==> src/rtl/bnn_layer_engine_if.sv <==
// Operand-beat and output-word handshake bundle for bnn_layer_engine.
//   in_valid/in_ready   : operand beat handshake (image, weight, th)
//   out_valid/out_ready : packed output word handshake (out_data)
// slave = engine side, master = producer/consumer side.
interface bnn_layer_engine_if #(
    parameter int unsigned WL = 112,
    parameter int unsigned AW = 11
);
    logic          in_valid;
    logic          in_ready;
    logic [WL-1:0] image;
    logic [WL-1:0] weight;
    logic [AW-1:0] th;
    logic          out_valid;
    logic          out_ready;
    logic [WL-1:0] out_data;

    modport slave (
        input  in_valid, image, weight, th, out_ready,
        output in_ready, out_valid, out_data
    );

    modport master (
        output in_valid, image, weight, th, out_ready,
        input  in_ready, out_valid, out_data
    );
endinterface

==> src/rtl/bnn_layer_engine.sv <==
// Binary neural network layer engine: XNOR-popcount accumulation over
// operand beats, then either threshold + OR-pool + pack into output words
// (mode 0) or argmax over neuron sums (mode 1).
// Ports:
//   iCLK, iRSTn                 clock, async active-low reset
//   iCLR                        synchronous clear to IDLE
//   iSTART, iMODE, iNPART,
//   iNOUT, iPOOL, iNWORDS       run start and configuration (latched at start)
//   bus                         beat/word handshakes (bnn_layer_engine_if.slave)
//   oCLASS, oMAXVAL             argmax result
//   oBUSY, oDONE                status, one-cycle completion pulse
module bnn_layer_engine #(
    parameter int unsigned WL = 112,
    parameter int unsigned PW = 7,
    parameter int unsigned AW = 11
) (
    input  logic             iCLK,
    input  logic             iRSTn,
    input  logic             iCLR,
    input  logic             iSTART,
    input  logic             iMODE,
    input  logic [3:0]       iNPART,
    input  logic [6:0]       iNOUT,
    input  logic [2:0]       iPOOL,
    input  logic [8:0]       iNWORDS,
    bnn_layer_engine_if.slave bus,
    output logic [6:0]       oCLASS,
    output logic [AW-1:0]    oMAXVAL,
    output logic             oBUSY,
    output logic             oDONE
);
    typedef enum logic [1:0] {S_IDLE, S_RUN, S_OUT, S_DONE} state_t;

    state_t        state;
    logic          mode_q;
    logic [3:0]    npart_q;
    logic [6:0]    nout_q;
    logic [2:0]    pool_q;
    logic [8:0]    nwords_q;
    logic [3:0]    beat_cnt;
    logic [6:0]    neuron_cnt;
    logic [2:0]    pass_cnt;
    logic [8:0]    word_cnt;
    logic [AW-1:0] acc;
    logic [WL-1:0] pool_reg;

    logic [WL-1:0] match;
    logic [PW-1:0] pc;
    logic [AW-1:0] sum;
    logic          beat_fire;
    logic          out_fire;
    logic          last_beat;
    logic          last_neuron;
    logic          last_pass;
    logic          th_bit;
    logic [WL-1:0] pool_next;
    logic [8:0]    word_inc;

    // XNOR popcount of the current beat
    assign match = ~(bus.image ^ bus.weight);
    always_comb begin
        pc = '0;
        for (int i = 0; i < int'(WL); i++) begin
            pc = pc + PW'(match[i]);
        end
    end

    assign sum         = acc + AW'(pc);
    assign beat_fire   = bus.in_valid && bus.in_ready && (state == S_RUN);
    assign out_fire    = bus.out_valid && bus.out_ready;
    assign last_beat   = (beat_cnt == 4'(npart_q - 4'd1));
    assign last_neuron = (neuron_cnt == 7'(nout_q - 7'd1));
    assign last_pass   = (pass_cnt == 3'(pool_q - 3'd1));
    assign th_bit      = (sum >= bus.th);
    assign pool_next   = pool_reg | (th_bit ? (WL'(1) << neuron_cnt) : '0);
    assign word_inc    = 9'(word_cnt + 9'd1);

    // Control FSM with all outputs registered
    always_ff @(posedge iCLK or negedge iRSTn) begin
        if (!iRSTn) begin
            state         <= S_IDLE;
            mode_q        <= 1'b0;
            npart_q       <= '0;
            nout_q        <= '0;
            pool_q        <= '0;
            nwords_q      <= '0;
            beat_cnt      <= '0;
            neuron_cnt    <= '0;
            pass_cnt      <= '0;
            word_cnt      <= '0;
            acc           <= '0;
            pool_reg      <= '0;
            bus.in_ready  <= 1'b0;
            bus.out_valid <= 1'b0;
            bus.out_data  <= '0;
            oCLASS        <= '0;
            oMAXVAL       <= '0;
            oBUSY         <= 1'b0;
            oDONE         <= 1'b0;
        end else if (iCLR) begin
            state         <= S_IDLE;
            beat_cnt      <= '0;
            neuron_cnt    <= '0;
            pass_cnt      <= '0;
            word_cnt      <= '0;
            acc           <= '0;
            pool_reg      <= '0;
            bus.in_ready  <= 1'b0;
            bus.out_valid <= 1'b0;
            bus.out_data  <= '0;
            oCLASS        <= '0;
            oMAXVAL       <= '0;
            oBUSY         <= 1'b0;
            oDONE         <= 1'b0;
        end else begin
            case (state)
                S_IDLE: begin
                    if (iSTART) begin
                        mode_q       <= iMODE;
                        npart_q      <= iNPART;
                        nout_q       <= iNOUT;
                        pool_q       <= iPOOL;
                        nwords_q     <= iNWORDS;
                        beat_cnt     <= '0;
                        neuron_cnt   <= '0;
                        pass_cnt     <= '0;
                        word_cnt     <= '0;
                        acc          <= '0;
                        pool_reg     <= '0;
                        oCLASS       <= '0;
                        oMAXVAL      <= '0;
                        oBUSY        <= 1'b1;
                        bus.in_ready <= 1'b1;
                        state        <= S_RUN;
                    end
                end
                S_RUN: begin
                    if (beat_fire) begin
                        if (!last_beat) begin
                            acc      <= sum;
                            beat_cnt <= 4'(beat_cnt + 4'd1);
                        end else begin
                            acc        <= '0;
                            beat_cnt   <= '0;
                            neuron_cnt <= last_neuron ? 7'd0 : 7'(neuron_cnt + 7'd1);
                            if (!mode_q) begin
                                pool_reg <= pool_next;
                                if (last_neuron) begin
                                    pass_cnt <= last_pass ? 3'd0 : 3'(pass_cnt + 3'd1);
                                end
                                if (last_neuron && last_pass) begin
                                    bus.out_data  <= pool_next;
                                    bus.out_valid <= 1'b1;
                                    bus.in_ready  <= 1'b0;
                                    state         <= S_OUT;
                                end
                            end else begin
                                // Strict compare keeps the lowest index on ties
                                if (neuron_cnt == 7'd0 || sum > oMAXVAL) begin
                                    oMAXVAL <= sum;
                                    oCLASS  <= neuron_cnt;
                                end
                                if (last_neuron) begin
                                    bus.in_ready <= 1'b0;
                                    oDONE        <= 1'b1;
                                    state        <= S_DONE;
                                end
                            end
                        end
                    end
                end
                S_OUT: begin
                    if (out_fire) begin
                        bus.out_valid <= 1'b0;
                        pool_reg      <= '0;
                        word_cnt      <= word_inc;
                        if (word_inc < nwords_q) begin
                            bus.in_ready <= 1'b1;
                            state        <= S_RUN;
                        end else begin
                            oDONE <= 1'b1;
                            state <= S_DONE;
                        end
                    end
                end
                S_DONE: begin
                    oDONE <= 1'b0;
                    oBUSY <= 1'b0;
                    state <= S_IDLE;
                end
                default: state <= S_IDLE;
            endcase
        end
    end
endmodule

==> src/flat_wrapper.sv <==
// flat-port wrapper written by rule: the top's interface ports become plain ports
module bnn_layer_engine_flat 
#(
    parameter int unsigned WL = 112,
    parameter int unsigned PW = 7,
    parameter int unsigned AW = 11
)
  (iCLK, iRSTn, iCLR, iSTART, iMODE, iNPART, iNOUT, iPOOL, iNWORDS, oCLASS, oMAXVAL, oBUSY, oDONE, bus_in_valid, bus_image, bus_weight, bus_th, bus_out_ready, bus_in_ready, bus_out_valid, bus_out_data);
  bnn_layer_engine_if #(.WL(WL), .AW(AW)) bus_i ();
  input  logic iCLK;
  input  logic iRSTn;
  input  logic iCLR;
  input  logic iSTART;
  input  logic iMODE;
  input  logic [3:0] iNPART;
  input  logic [6:0] iNOUT;
  input  logic [2:0] iPOOL;
  input  logic [8:0] iNWORDS;
  output logic [6:0] oCLASS;
  output logic [AW-1:0] oMAXVAL;
  output logic oBUSY;
  output logic oDONE;
  input wire logic [$bits(bus_i.in_valid)-1:0] bus_in_valid;
  input wire logic [$bits(bus_i.image)-1:0] bus_image;
  input wire logic [$bits(bus_i.weight)-1:0] bus_weight;
  input wire logic [$bits(bus_i.th)-1:0] bus_th;
  input wire logic [$bits(bus_i.out_ready)-1:0] bus_out_ready;
  output wire logic [$bits(bus_i.in_ready)-1:0] bus_in_ready;
  output wire logic [$bits(bus_i.out_valid)-1:0] bus_out_valid;
  output wire logic [$bits(bus_i.out_data)-1:0] bus_out_data;
  assign bus_i.in_valid = bus_in_valid;
  assign bus_i.image = bus_image;
  assign bus_i.weight = bus_weight;
  assign bus_i.th = bus_th;
  assign bus_i.out_ready = bus_out_ready;
  assign bus_in_ready = bus_i.in_ready;
  assign bus_out_valid = bus_i.out_valid;
  assign bus_out_data = bus_i.out_data;
  bnn_layer_engine #(.WL(WL), .PW(PW), .AW(AW)) u_core (.iCLK(iCLK), .iRSTn(iRSTn), .iCLR(iCLR), .iSTART(iSTART), .iMODE(iMODE), .iNPART(iNPART), .iNOUT(iNOUT), .iPOOL(iPOOL), .iNWORDS(iNWORDS), .bus(bus_i), .oCLASS(oCLASS), .oMAXVAL(oMAXVAL), .oBUSY(oBUSY), .oDONE(oDONE));
endmodule
==> config.mk <==
export PLATFORM = sky130hd
export DESIGN_NAME = bnn_layer_engine_flat
export DESIGN_NICKNAME = d
export VERILOG_FILES = /design/src/rtl/bnn_layer_engine_if.sv /design/src/rtl/bnn_layer_engine.sv /design/src/flat_wrapper.sv
export SDC_FILE = /design/constraint.sdc
export NUM_CORES = 1
export LEC_CHECK = 0
export BUFFER_PORTS_ARGS = -buffer_cell sky130_fd_sc_hd__buf_2
export CAP_MARGIN = 10
export CORE_UTILIZATION = 35
export DETAILED_ROUTE_END_ITERATION = 16
export PLACE_DENSITY_LB_ADDON = 0.15
export REMOVE_ABC_BUFFERS = 1
export SETUP_SLACK_MARGIN = 0.1
export SYNTH_ARGS = -nofsm -noshare
export SYNTH_HDL_FRONTEND = slang
export SYNTH_SLANG_ARGS = --single-unit
==> constraint.sdc <==
create_clock -name iCLK -period 3.6 [get_ports iCLK]
set_input_delay 0.72 -clock iCLK [delete_from_list [all_inputs] [get_ports iCLK]]
set_output_delay 0.72 -clock iCLK [all_outputs]
set_load 0.05 [all_outputs]
==> results by group <==
Run status
  • Outcome: complete, but fails checks
  • Failing checks: negative setup slack

Synth
  • Yosys reg bits: 306
  • Asr flop ratio synth: 100%
  • Netlist cell types: 64
  • Post-synth EDFFs: 0
  • Register area share after synthesis: 41.0%
  • Syn_area_per_cell: 10.7 µm²
  • Post-Synthesis Cells: 1749
  • Synth Flop Type: dfrtp_1
  • Yosys warning total: 0
  • Syn Std Cell Area: 0.0187 mm²

STA
  • Endpoints failing setup: 253
  • Setup slack after layout: -5930 ps
  • RSZ-0062 raised after global routing: true
  • Slew HR: 4.96%
  • Worst hold margin: 160 ps
  • Worst slew pin tran: 1420 ps
  • Final Hold Viols: 0
  • Slew Limit Fails: 0
  • Tmin final: 9530 ps
  • Max Clk Rate: 0.105 GHz
  • Period utilization: 265%
  • Layout Skew: 37.4 ps

Global routing
  • GRT overflow: 0
  • Initial antenna violation count: 1
  • First-pass GRT wire length: 94.7 mm
  • Total track usage: 22.8%
  • Vias in the first global route: 16200
  • Largest net degree at the start of global routing: 113

Worst setup path
  • Crit end category: register
  • Worst Setup Start Kind: input pin
  • CP top delay family: adder cells
  • CP Data Required Time: 4090 ps
  • Worst Path Max Fanout: 4
  • Crit-path most repeated cell: fa_1
  • WP buf/inv: 10
  • Critical path's largest stage delay: 560 ps
  • CP Class: in -> reg
  • CP Data Arrival Time: 10020 ps
  • Slowest-stage cell, CP: fa_1

Final layout
  • Ant diodes: 0
  • Fin area: 0.0271 mm²
  • Utilization after layout: 51.5%
  • Post-Layout Cell Count: 2952
  • Area Growth Syn to Fin: 45.2%
  • Most frequent cells in the layout: buf_2 (393), dfrtp_1 (306), nand2_1 (185), inv_1 (158)
  • Share of cells above drive strength 1: 45.8%
  • Fin nets: 2677
  • Layout filler cell count: 4604
  • Commonest non-fill, non-tap cell in the layout: buf_2

Clock tree
  • Clk_lat worst skew: 540 ps
  • H-tree levels: 2
  • Total clock buffers created by CTS: 36
  • Clk sink count: 306
  • CTS Root Cell: clkbuf_16
  • Hold Buf Count CTS: 0
  • Clock Path Buffers: 3
  • CTS clk-pin slew, worst paths: 60 ps
  • TritonCTS clock tree: done

Placed design
  • Hpwl dp: 42.3 mm
  • GPL Wtd Cong: 0.880
  • Port Buffers: 398
  • Dpl cells: 2832
  • Placed cell areas: 0.0220 mm²

Route
  • Initial DRC Count: 919
  • Vias/cell: 5.25
  • Avg WL per Cell: 21.3 µm
  • Vias: 15500
  • Post-Route WL: 63.0 mm
  • Post-route ant nets: 0
  • Residual DRC count: 0
  • DR pass1 iterations: 5

Floorplan
  • Die Ht: 233 µm
  • IO Count: 399
  • # rows: 84
  • Die width: 233 µm
  • Initial Util: 35.5%
  • Core box area: 0.0527 mm²
  • Full die area: 0.0543 mm²

Flow run
  • Max Cap Viol: 0

Min path
  • Hold Path Class: in -> async
==> metal layers <==
layer	up-vias	share of wire, %	GRT usage [%]
li1	7112	-	-
met1	7797	40	28.0
met2	471	52	40.7
met3	114	4.3	2.97
met4	2	3.6	8.27
met5	-	0.017	0
==> cell families after synthesis <==
group                      after synthesis  share of synthesized area [%]
AOI/OAI and AO/OA                      485                           20.4
muxes                                   24                           1.45
DFF                                    306                           41.0
and+or+nand+nor                        338                           8.23
xor gates and xnor gates               147                           7.04
buffers and inverters                  275                           6.25
adders and majority gates              174                           15.7
==> through the flow <==
step                      setup slack [ps]  TNS [ps]
after global placement               -6670  -1609180
after floorplan                     -14270  -2932100
final                                -5930  -1441150
after global routing                 -6240  -1521370
after detailed placement             -6770  -1636060
after CTS                            -5980  -1451050
==> worst register-to-register path: stages (launching register included) <==
cell	delay (ps)
dfrtp_1	380
ha_4	150
inv_1	50
fa_2	350
nor2b_1	120
o21a_1	170
o21ai_0	140
a21o_1	210
buf_6	110
o211ai_1	300
ha_1	240
nand3_2	100
or4b_4	490
o211a_4	170
buf_6	120
o31ai_4	200
buf_4	170
buf_4	140
a22o_1	140
==> synthesized netlist by cell type (27+ instances only) <==
master / number / area share [%]
a21oi_1: 34 / 0.91
a22o_1: 27 / 1.3
a31oi_1: 101 / 3.4
clkbuf_1: 70 / 1.4
dfrtp_1: 306 / 41
fa_1: 101 / 11
ha_1: 73 / 4.9
inv_1: 166 / 3.3
nand2_1: 189 / 3.8
nor2_1: 32 / 0.64
o21ai_0: 133 / 3.6
o2bb2ai_1: 34 / 1.6
o2bb2ai_2: 80 / 6.4
xnor2_1: 63 / 3.0
xor2_1: 82 / 3.8
==> area by class of cell <==
cell class | instances | area [µm²] | area share (%)
Multi-Input combinational cell | 1168 | 12500 | 46.2
Sequential cell | 306 | 7660 | 28.2
Timing Repair Buffer | 559 | 4110 | 15.1
Clock buffer | 52 | 1100 | 4.07
Tap cell | 688 | 861 | 3.17
Inverter | 167 | 629 | 2.32
Clock inverter | 12 | 229 | 0.844
==> final timing paths <==
path	slack [ps]	from	endpoint	depth (start not counted)
min in group iCLK	410	iPOOL[1]	u_core.pool_q[1]	2
worst min register to register	480	u_core.bus.out_data[29]	u_core.bus.out_data[29]	1
worst max-delay path	-5930	bus_weight[56]	u_core.oMAXVAL[8]	38
max in group asynchronous	2530	iRSTn	u_core.pool_reg[87]	2
worst max register to register	-200	u_core.acc[0]	u_core.oMAXVAL[8]	18
worst min-delay path	160	iRSTn	u_core.word_cnt[7]	1
==> what timing repair did <==
item	CTS	global route
gates resized for setup	420	197
pin swaps	54	63
setup buffers	30	14
gates cloned	16	7
setup endpoints to repair	253	253
hold endpoints to repair	0	0
Power is not shown: default switching activity piles up to over one toggle a cycle in this logic, so the estimate is an artifact.
